**src/rtl/booth_mult_seq_if.sv**
```systemverilog
// booth_mult_seq_if: start/done handshake and operand/product bus for the Booth multiplier
interface booth_mult_seq_if #(parameter int WIDTH = 8);
    logic start;
    logic [WIDTH-1:0] multiplicand;
    logic [WIDTH-1:0] multiplier;
    logic [2*WIDTH-1:0] product;
    logic busy;
    logic done;
    modport master (output start, multiplicand, multiplier, input product, busy, done);
    modport slave (input start, multiplicand, multiplier, output product, busy, done);
endinterface

```
**src/rtl/booth_mult_seq.sv**
```systemverilog
// booth_mult_seq: sequential radix-2 Booth multiplier, one step per clock, start/done handshake.
// Define BOOTH_MULT_UNSIGNED_EN for unsigned operands (one extra iteration).
module booth_mult_seq #(
    parameter int WIDTH = 8
) (
    input logic clk,
    input logic rst,
    booth_mult_seq_if.slave bus
);
`ifdef BOOTH_MULT_UNSIGNED_EN
    localparam int QW = WIDTH + 1;
`else
    localparam int QW = WIDTH;
`endif
    localparam int CW = $clog2(QW + 1);
    typedef enum logic [1:0] {IDLE, RUN, DONE} state_t;
    state_t state_q, state_d;
    logic [WIDTH:0] a_q, a_d, m_q, m_d, sum, m_ext;
    logic [QW-1:0] q_q, q_d, q_load;
    logic qm1_q, qm1_d;
    logic [CW-1:0] cnt_q, cnt_d;
    logic [2*WIDTH-1:0] product_q, product_d;
    logic busy_q, busy_d, done_q, done_d;
    logic [WIDTH+QW+1:0] shifted;
`ifdef BOOTH_MULT_UNSIGNED_EN
    assign m_ext = {1'b0, bus.multiplicand};
    assign q_load = {1'b0, bus.multiplier};
`else
    assign m_ext = {bus.multiplicand[WIDTH-1], bus.multiplicand};
    assign q_load = bus.multiplier;
`endif
    // Add/subtract and arithmetic shift of {A,Q,q_m1} folded into one expression
    always_comb begin
        sum = (q_q[0] & ~qm1_q) ? a_q - m_q : (~q_q[0] & qm1_q) ? a_q + m_q : a_q;
        shifted = {sum[WIDTH], sum, q_q};
        state_d = state_q;
        a_d = a_q;
        m_d = m_q;
        q_d = q_q;
        qm1_d = qm1_q;
        cnt_d = cnt_q;
        product_d = product_q;
        busy_d = busy_q;
        done_d = done_q;
        if (state_q == IDLE) begin
            if (bus.start) begin
                a_d = '0;
                q_d = q_load;
                qm1_d = 1'b0;
                m_d = m_ext;
                cnt_d = CW'(QW);
                busy_d = 1'b1;
                state_d = RUN;
            end
        end else if (state_q == RUN) begin
            a_d = shifted[WIDTH+QW+1:QW+1];
            q_d = shifted[QW:1];
            qm1_d = shifted[0];
            cnt_d = cnt_q - CW'(1);
            if (cnt_q == CW'(1)) begin
                product_d = shifted[2*WIDTH:1];
                done_d = 1'b1;
                state_d = DONE;
            end
        end else begin
            done_d = 1'b0;
            busy_d = 1'b0;
            state_d = IDLE;
        end
    end
    always_ff @(posedge clk or posedge rst) begin
        if (rst) begin
            state_q <= IDLE;
            a_q <= '0;
            m_q <= '0;
            q_q <= '0;
            qm1_q <= 1'b0;
            cnt_q <= '0;
            product_q <= '0;
            busy_q <= 1'b0;
            done_q <= 1'b0;
        end else begin
            state_q <= state_d;
            a_q <= a_d;
            m_q <= m_d;
            q_q <= q_d;
            qm1_q <= qm1_d;
            cnt_q <= cnt_d;
            product_q <= product_d;
            busy_q <= busy_d;
            done_q <= done_d;
        end
    end
    assign bus.product = product_q;
    assign bus.busy = busy_q;
    assign bus.done = done_q;
endmodule

```
**src/flat_wrapper.sv**
```systemverilog
// flat-port wrapper written by rule: the top's interface ports become plain ports
module booth_mult_seq_flat 
#(
    parameter int WIDTH = 8
)
  (clk, rst, bus_start, bus_multiplicand, bus_multiplier, bus_product, bus_busy, bus_done);
  booth_mult_seq_if #(.WIDTH(WIDTH)) bus_i ();
  input logic clk;
  input logic rst;
  input wire logic [$bits(bus_i.start)-1:0] bus_start;
  input wire logic [$bits(bus_i.multiplicand)-1:0] bus_multiplicand;
  input wire logic [$bits(bus_i.multiplier)-1:0] bus_multiplier;
  output wire logic [$bits(bus_i.product)-1:0] bus_product;
  output wire logic [$bits(bus_i.busy)-1:0] bus_busy;
  output wire logic [$bits(bus_i.done)-1:0] bus_done;
  assign bus_i.start = bus_start;
  assign bus_i.multiplicand = bus_multiplicand;
  assign bus_i.multiplier = bus_multiplier;
  assign bus_product = bus_i.product;
  assign bus_busy = bus_i.busy;
  assign bus_done = bus_i.done;
  booth_mult_seq #(.WIDTH(WIDTH)) u_core (.clk(clk), .rst(rst), .bus(bus_i));
endmodule
```
**config.mk**
```make
export PLATFORM = sky130hd
export DESIGN_NAME = booth_mult_seq_flat
export DESIGN_NICKNAME = d
export VERILOG_FILES = /design/src/rtl/booth_mult_seq_if.sv /design/src/rtl/booth_mult_seq.sv /design/src/flat_wrapper.sv
export SDC_FILE = /design/constraint.sdc
export NUM_CORES = 1
export LEC_CHECK = 0
export CAP_MARGIN = 30
export CORE_ASPECT_RATIO = 0.7
export CORE_MARGIN = 2
export CORE_UTILIZATION = 26
export DETAILED_ROUTE_END_ITERATION = 7
export PLACE_DENSITY = 0.44
export SETUP_SLACK_MARGIN = 0.3
export SYNTH_ARGS = -nofsm -noshare
export SYNTH_HDL_FRONTEND = slang
export SYNTH_SLANG_ARGS = --single-unit
export TNS_END_PERCENT = 1
```
**constraint.sdc**
```tcl
create_clock -name clk -period 2.15 [get_ports clk]
set_input_delay 0.43 -clock clk [delete_from_list [all_inputs] [get_ports clk]]
set_output_delay 0.43 -clock clk [all_outputs]
set_load 0.1 [all_outputs]
```
======== After elaboration in Yosys (flattened, before gate mapping) ========
Index checks and enable logic that the tools add are counted.
storage, ports and cells
  input port bits ......................... 19
  word-level logic and storage cells ...... 54
  flip-flop bits (word level) ............. 50
operators by class
  equality and inequality tests ........... 6
  reduce and logical (&&, ||, !) cells .... 8
  mux-type cells .......................... 23
  bitwise logic cells ..................... 5
  add/subtract/negate cells ............... 3
operator list
  operator                                                               count
  9-bit 2-to-1 mux                                                       5
  8-bit 2-to-1 mux                                                       3
  4-bit 2-to-1 mux                                                       3
  2-bit AND reduction                                                    5
  9-bit adder                                                            1
  9-bit subtractor                                                       1
  1-bit 2-to-1 mux                                                       8
  2-bit 2-to-1 mux                                                       4
  4-bit by 1-bit equality test with 1-bit output, second input constant  1
  2-bit != test, second input constant                                   2
  4-bit by 1-bit subtractor with 4-bit output, second input constant     1
  3-bit by 2-bit != test with 1-bit output, second input constant        1
  1-bit NOT                                                              3
  3-bit AND reduction                                                    1
  1-bit AND                                                              2
  2-bit by 1-bit equality test with 1-bit output, second input constant  1
  2-bit logical NOT                                                      1
  2-bit by 1-bit != test with 1-bit output, second input constant        1
  2-bit nonzero test                                                     1

======== Longest topological paths before layout ========
  word-level depth ........................ 6
  gate-level depth with buffers ........... 8
  depth with buffers taken out ............ 8

======== Worst setup path after synthesis ========
Ideal clock, no wire load.
  kind .................................... register to register
  from .................................... register u_core.m_q[1]
  to ...................................... register u_core.a_q[4]
  arrival time ............................ 1.765 ns
  path slack .............................. 0.251 ns
  library setup time ...................... 0.135 ns
  cell stages (with the launch flop) ...... 8
  buffers on the path ..................... 0
  cell sequence ........................... dfrtp_1 -> inv_1 -> ha_1 -> nand2b_4 -> a2111oi_2 -> nor3_1 -> o32ai_1 -> o31ai_1
on the way
  word-level cells in the longest chain between the ends .. 5
RTL lines
  what                    RTL line              source
  start, declared         booth_mult_seq.sv:18  logic [WIDTH:0] a_q, a_d, m_q, m_d, sum, m_ext;
  start signal, assigned  booth_mult_seq.sv:85  m_q <= m_d;
  9-bit adder             booth_mult_seq.sv:34  sum = (q_q[0] & ~qm1_q) ? a_q - m_q : (~q_q[0] & qm1_q) ? a_q + m_q : a_q;
  9-bit 2-to-1 mux        booth_mult_seq.sv:34
  9-bit 2-to-1 mux (*)    booth_mult_seq.sv:34
  9-bit 2-to-1 mux (*)    booth_mult_seq.sv:55  end else if (state_q == RUN) begin
  9-bit 2-to-1 mux (*)    booth_mult_seq.sv:45  if (state_q == IDLE) begin
  end signal, assigned    booth_mult_seq.sv:74  a_q <= '0;
  end signal, assigned    booth_mult_seq.sv:84  a_q <= a_d;
  end, declared           booth_mult_seq.sv:18
Every way passes the cells marked *; elsewhere a longest branch is shown, timed or not. The select of a mux whose other input is x is not followed.
A chain may end at the register's enable or synchronous reset.

======== Worst setup path in the final report ========
  from .................................... register u_core.m_q[0]
  to ...................................... register u_core.product_q[15] (netlist: u_core.bus.product[15])
on the way
  word-level cells in the longest chain between the ends .. 3
RTL lines
  what                  RTL line              source
  9-bit adder           booth_mult_seq.sv:34
  9-bit 2-to-1 mux      booth_mult_seq.sv:34
  9-bit 2-to-1 mux (*)  booth_mult_seq.sv:34
  end signal, assigned  booth_mult_seq.sv:89  product_q <= product_d;
  end, declared         booth_mult_seq.sv:22  logic [2*WIDTH-1:0] product_q, product_d;
Every way passes the cells marked *; elsewhere a longest branch is shown, timed or not.

==> metrics.md <==
| Metric | Value |
|---|---|
| Die area | `about 12000 sq um` |
| Tot GR Track Use | `0.147` |
| Pins Over Slew Limit | `0` |
| Clock buffer count from CTS | `5` |
| DRT met1 WL | `4.81 mm` |
| Worst path slowest cell | `dfrtp_1` |
| Antenna Cells | `0` |
| Die Wd | `132 microns` |
| Largest net degree at the start of global routing | `37` |
| Die height | `around 94 microns` |
| Pre-Repair DR Iteration Count | `4` |
| Met2 wire length | `3.46 mm` |
| Final ANT Viol Nets | `0` |
| CP Data Arrival Time | `2.15 ns` |
| Post-synthesis instance total | `approximately 350` |
| Synth Area in Simple Gates | `0.232` |
| Final setup viols | `0` |
| Final Wtd Congestion | `0.857` |
| Achievable Freq | `505 MHz` |
| Antenna violations before repair | `0` |
| Synth area leaders | `dfrtp_1 41%, nand2_1 8.0%, ha_1 7.5%, o21ai_0 6.4%, a21oi_1 3.5%` |
| Syn nets | `388` |
| Sequential share of the synthesized area | `0.410` |
| Setup TNS | `0 ns` |
| Most used DFF post-synth | `dfrtp_1` |
| Gr ovfl total | `0` |
| Row cnt | `32` |
| CP peak stage delay | `0.42 ns` |
| Cell area after synthesis | `~3000 sq um` |
| Cell with the most instances after synthesis | `nand2_1` |
| Post-synth EDFFs | `0` |
| First-pass GRT wire length | `14.1 mm` |
| Drc violations | `0` |
| Count of different cell masters after synthesis | `49` |
| Vias in the first global route | `between 2000 and 3000` |
| Placed Instances | `about 540` |
| I/O Pins | `37` |
| Synthesis-stage register bit count | `49` |
| CP Launch Type | `flip-flop` |
| Crit Path Class | `flip-flop to flip-flop` |
| CP cell instances | `ha_2, inv_2, fa_2, o21bai_4, and3_4, o211ai_1, a32oi_2, o21ai_1` |
| Critical path endpoint category | `flip-flop` |
| DR vias/cell | `4.63` |
| Top cell types by occurrence after synthesis | `64 x nand2_1, 49 x dfrtp_1, 38 x o21ai_0` |
| Yosys top cell area share | `0.410` |
| H-tree levels | `2` |
| Clock Skew | `0.00708 ns` |
| Core area | `11100 sq um` |
| Min cycle time layout | `between 1.5 and 2 ns` |
| DPL Wire Length | `6.36 mm` |
| XOR/XNOR Fraction of Synth Area | `0.00878` |
| Post-synthesis mux area share | `0.00335` |
| Clk sinks | `49` |
| Area leader, netlist | `dfrtp_1` |
| Post-synthesis adder-cell area fraction | `0.0887` |
| Max FO, Critical Path | `3` |
| Synth Area per Inst | `8.57 sq um` |
| Clk_lat worst skew | `slightly below 0.3 ns` |
| Status | `finished clean` |
| Share of synthesized registers carrying an async set or reset | `1.00` |
| Final WL | `approximately 8.7 mm` |
| Worst Setup SP | `u_core.m_q[0]$_DFFE_PP0P_` |
| RSZ-0062 raised after global routing | `yes` |
| Vias | `about 2600` |
| Max-Cap Viols | `0` |
| P&R area growth vs syn | `33.0%` |
| CTS tree | `built` |
| Synth Area in Compound Gates | `0.196` |
| Clk slew on worst S/H paths | `0.07 ns` |
| Max-slew headroom | `0.712` |
| I/O Buffers | `36` |
| Layout cells sized above 1 | `0.226` |
| Largest family of logic cells by synthesized area | `simple AND/OR/NAND/NOR gates` |
| Fin cells | `560` |
| NumNets Final | `445` |
| DR WL/cell | `~15 microns` |
| Critical Path RT | `2.32 ns` |
| Slew @ Worst Pin | `0.432 ns` |
| Reg-to-reg startpoint | `u_core.m_q[0]$_DFFE_PP0P_` |
| Final Cycle Share | `0.921` |
| Hold WC Path Type | `input port to async pin` |
| Met3 wire len | `364 microns` |
| Max clock buf depth | `2` |
| CTS root buf | `clkbuf_16` |
| DR iter-0 viols | `177` |
| Top sig layer | `met4` |
| Synth warn | `0` |
| Final hold vios | `0` |
| Starting density of the core | `0.269` |
through the flow:
stage	utilization	cell area, sq um	worst slack (ns)	hold WS [ns]
global placement	0.325	3610	0.0396	0.465
CTS	0.349	3880	0.173	0.430
global route	0.357	3980	0.0864	0.466
floorplan	-	2990	0.297	0.461
detailed placement	0.325	3610	0.0206	0.464
finish	0.357	3980	0.169	0.420
state kept, by name (all words and copies together) (netlist names):
name,count
u_core.bus.product,16
u_core.q_q,8
u_core.m_q,8
u_core.cnt_q,4
u_core.qm1_q,1
u_core.a_q,8
u_core.state_q,2
u_core.bus.done,1
u_core.bus.busy,1
kinds of logic (layout without fill, tap and decap cells):
family,count (synthesis),in the layout
buffers and inverters,43,101
and+or+nand+nor,138,138
DFF,49,49
AOI/OAI and AO/OA,95,95
muxes,1,1
xor gates and xnor gates,3,3
adders and majority gates,20,20
cell type report:
type	instances	area [sq um]
fillers	1180	7150
inverters	22	82.6
repair buffers	71	591
clock buffers	6	129
clock inverters	2	15.0
flip-flops and latches	49	1230
multi-input cells	257	1740
well taps	153	191
critical path: cells and delay by family, from the launching register on:
kind                     cells  cell delay, ns
AO/OA/AOI/OAI                4            0.60
adder cells (fa/ha/maj)      2            0.59
buffers and inverters        1            0.04
flip-flops                   1            0.42
AND/OR/NAND/NOR              1            0.21
timing repair:
| item | in CTS | in global routing |
|---|---|---|
| gates cloned | 0 | 0 |
| buffers inserted | 6 | 2 |
| hold buffers | 0 | 0 |
| pin swaps | 10 | 9 |
| setup endpoints to repair | 13 | 14 |
| resized for setup | 19 | 14 |
per-layer routing:
metal,GRT usage,vias up
met1,0.229,1226
met2,0.209,36
met5,0,-
met4,0.0242,0
li1,-,1328
met3,0.0302,2
placed cells by master, fill, tap and decap left out, types with 3 or more instances in the layout:
master           netlist  routed
dfrtp_1               49      49
buf_4                  1      52
o21ai_0               38      35
ha_4                   0       6
clkbuf_16              0       5
o211ai_1               3       3
nor3_1                 5       4
inv_2                  0       5
o31ai_1               10       9
nand3_1               12      12
nand2b_1               5       5
nand3b_1               5       5
nand2_1               64      64
nor3b_1                3       3
a21oi_1               21      20
a21o_1                 4       4
clkdlybuf4s50_1        0      18
nor2b_1                9       8
inv_1                 22      17
o21ai_1                2       4
and3b_1                9       9
nor2_1                13      13
ha_1                  18      10
final timing paths:
| check | endpoint | slack [ns] | depth (start not counted) |
|---|---|---|---|
| max | u_core.bus.product[15]$_DFFE_PP0P_ | 0.17 | 8 |
| min | u_core.bus.product[6]$_DFFE_PP0P_ | 0.42 | 2 |
| min in group clk | u_core.bus.product[6]$_DFFE_PP0P_ | 0.48 | 2 |
| max reg2reg | u_core.bus.product[15]$_DFFE_PP0P_ | 0.17 | 8 |
| min reg2reg | u_core.bus.product[6]$_DFFE_PP0P_ | 0.48 | 2 |
| max in group asynchronous | u_core.bus.product[14]$_DFFE_PP0P_ | 1.22 | 3 |
Power is not shown: default switching activity piles up to over one toggle a cycle in this logic, so the estimate is an artifact.
==> variant: new RTL, config.mk and constraints unchanged <==
`WIDTH` is set to 8 in 3 places; all go to 4.
--- a/src/rtl/booth_mult_seq_if.sv
+++ b/src/rtl/booth_mult_seq_if.sv
@@ -1,4 +1,4 @@
 // booth_mult_seq_if: start/done handshake and operand/product bus for the Booth multiplier
-interface booth_mult_seq_if #(parameter int WIDTH = 8);
+interface booth_mult_seq_if #(parameter int WIDTH = 4);
     logic start;
     logic [WIDTH-1:0] multiplicand;
--- a/src/rtl/booth_mult_seq.sv
+++ b/src/rtl/booth_mult_seq.sv
@@ -2,5 +2,5 @@
 // Define BOOTH_MULT_UNSIGNED_EN for unsigned operands (one extra iteration).
 module booth_mult_seq #(
-    parameter int WIDTH = 8
+    parameter int WIDTH = 4
 ) (
     input logic clk,
--- a/src/flat_wrapper.sv
+++ b/src/flat_wrapper.sv
@@ -2,5 +2,5 @@
 module booth_mult_seq_flat 
 #(
-    parameter int WIDTH = 8
+    parameter int WIDTH = 4
 )
   (clk, rst, bus_start, bus_multiplicand, bus_multiplier, bus_product, bus_busy, bus_done);
Interface: changed (resized bus_multiplicand, bus_multiplier and bus_product); port bits go from 37 to 21. No check against the original RTL was run, so the function may have changed too.
==> variant against the unedited design <==
Synthesized area shrank 48%; count of clock-buffer cells in the layout shrank 2; sequential cell count shrank 21; routed wire length shrank 60%; clock skew grew 0.0051 ns; first-iteration DRC count shrank 76%; worst setup slack gained 0.074 ns; design area shrank 51%.
Power is not shown: default switching activity piles up to over one toggle a cycle in this logic, so the estimate is an artifact.
==> variant: results (changes against the unedited design) <==
clk_pin_slew_ns: 0.10  # +0.03 ns
clock_path_buffers: 2  # unchanged
largest_register_ffs: 8  # -8
vias: 1178  # -55%
async_flop_share_pct: 100  # unchanged
grt_usage_pct: 11.8  # -2.9 points
dp_cells: 253  # -53%
insertion_delay_ns: 0.28
outcome: "finished clean"
critPathMaxStageDelay_ns: 0.42  # about the same
drt_first_pass_iters: 4  # unchanged
cp_slowest_cell: "fa_2"
cts_root_buffer: "clkbuf_8"
synthCells: 161  # -54%
cts_buffers: 3  # -2
hold_class: "reg -> reg"
worst_pin_slew_ns: 0.449  # +0.0175 ns
seq_area_frac_synth_pct: 44.9  # +4.0 points
synth-compound-area-share_pct: 16.9  # -2.7 points
fin_cells: 261  # -53%
yosys_warnings: 0  # unchanged
skew_ns: 0.0121  # +0.00507 ns
synthTopCellsByArea: "dfrtp_1 45%, ha_1 8.0%, nand2_1 6.7%"
synthAdderAreaFrac_pct: 10.6  # +1.7 points
antenna_found_initial: 0  # unchanged
ys_types: 37  # -24%
drtIter0Drc: 43  # -76%
synth_xor_area_share_pct: 2.81  # +1.9 points
drt-wirelength-per-cell_um: 13.3  # -14%
crit_fanout: 2  # -1
grt_start_max_net_pins: 29  # -22%
critical_path.top_delay_family: "adder cells"
port-buffer-count: 20  # -44%
grt_pass1_wl_mm: 5.84  # -59%
place.gp.congestion: 0.916  # +7.0%
final_nets: 210  # -53%
arrival_ns: 2.06  # -0.09 ns
synth_nets: 184  # -53%
htreeDepth: 1  # -1
diodes: 0  # unchanged
synthMuxAreaShare_pct: 2.73  # +2.4 points
hpwl_mm: 2.62  # -59%
layout-drive-gt1-share_pct: 22.6  # -0.024 points
yosys-top-cells-count: "28 x dfrtp_1, 28 x nand2_1, 19 x o21ai_0, 14 x inv_1, 10 x ha_1"
-- variant: area by class of cell --
type	instances	area, um^2
fillers	589	3800
repair buffers	28	239
inverters	15	56.3
well taps	75	93.8
multi-input cells	111	810
flip-flops and latches	28	702
clock buffers	4	55.1
-- variant: metal layers --
metal | GRT usage [%] | vias to the layer above | wire (um)
met2 | 19.2 | 17 | 1580
met5 | 0 | - | 0
met1 | 15.3 | 566 | 1720
met4 | 3.35 | 0 | 21
li1 | - | 593 | -
met3 | 3.59 | 2 | 143
-- variant: cell families (layout without fill, tap and decap cells) --
| kind of cell | Yosys count | after routing |
|---|---|---|
| AOI/OAI and AO/OA | 40 | 40 |
| xor gates and xnor gates | 5 | 5 |
| DFF | 28 | 28 |
| adders and majority gates | 12 | 12 |
| and+or+nand+nor | 50 | 50 |
| buffers and inverters | 22 | 47 |
| muxes | 4 | 4 |
-- variant: path summary, 6_finish.rpt --
check,slack (ns),start,to,cells after the start
worst max-delay path,0.24,u_core.a_q[0],u_core.a_q[1],9
worst min-delay path,0.49,u_core.bus.product[5],u_core.bus.product[5],2
worst max register to register,0.24,u_core.a_q[0],u_core.a_q[1],9
worst min register to register,0.49,u_core.bus.product[5],u_core.bus.product[5],2
max in group asynchronous,1.35,rst,u_core.a_q[1],3
min in group asynchronous,0.51,rst,u_core.bus.product[4],3
-- variant: worst min-delay path, stage by stage, from the launching register on --
cell,delay (ns)
dfrtp_1,0.36
nand2_1,0.04
o21ai_0,0.05
-- variant: repair_timing --
action / 4_1_cts / 5_1_grt
setup endpoints to repair: 4 / 8
hold buffers: 0 / 0
pin swaps: 4 / 5
gates resized for setup: 4 / 10
setup buffers: 2 / 2
-- variant: through the flow --
stage                     cell area [um^2]  worst slack, ns
after global routing                  1960            0.144
final                                 1960            0.243
after CTS                             1900            0.228
after floorplan                       1560            0.316
after global placement                1820            0.239
after detailed placement              1820            0.169
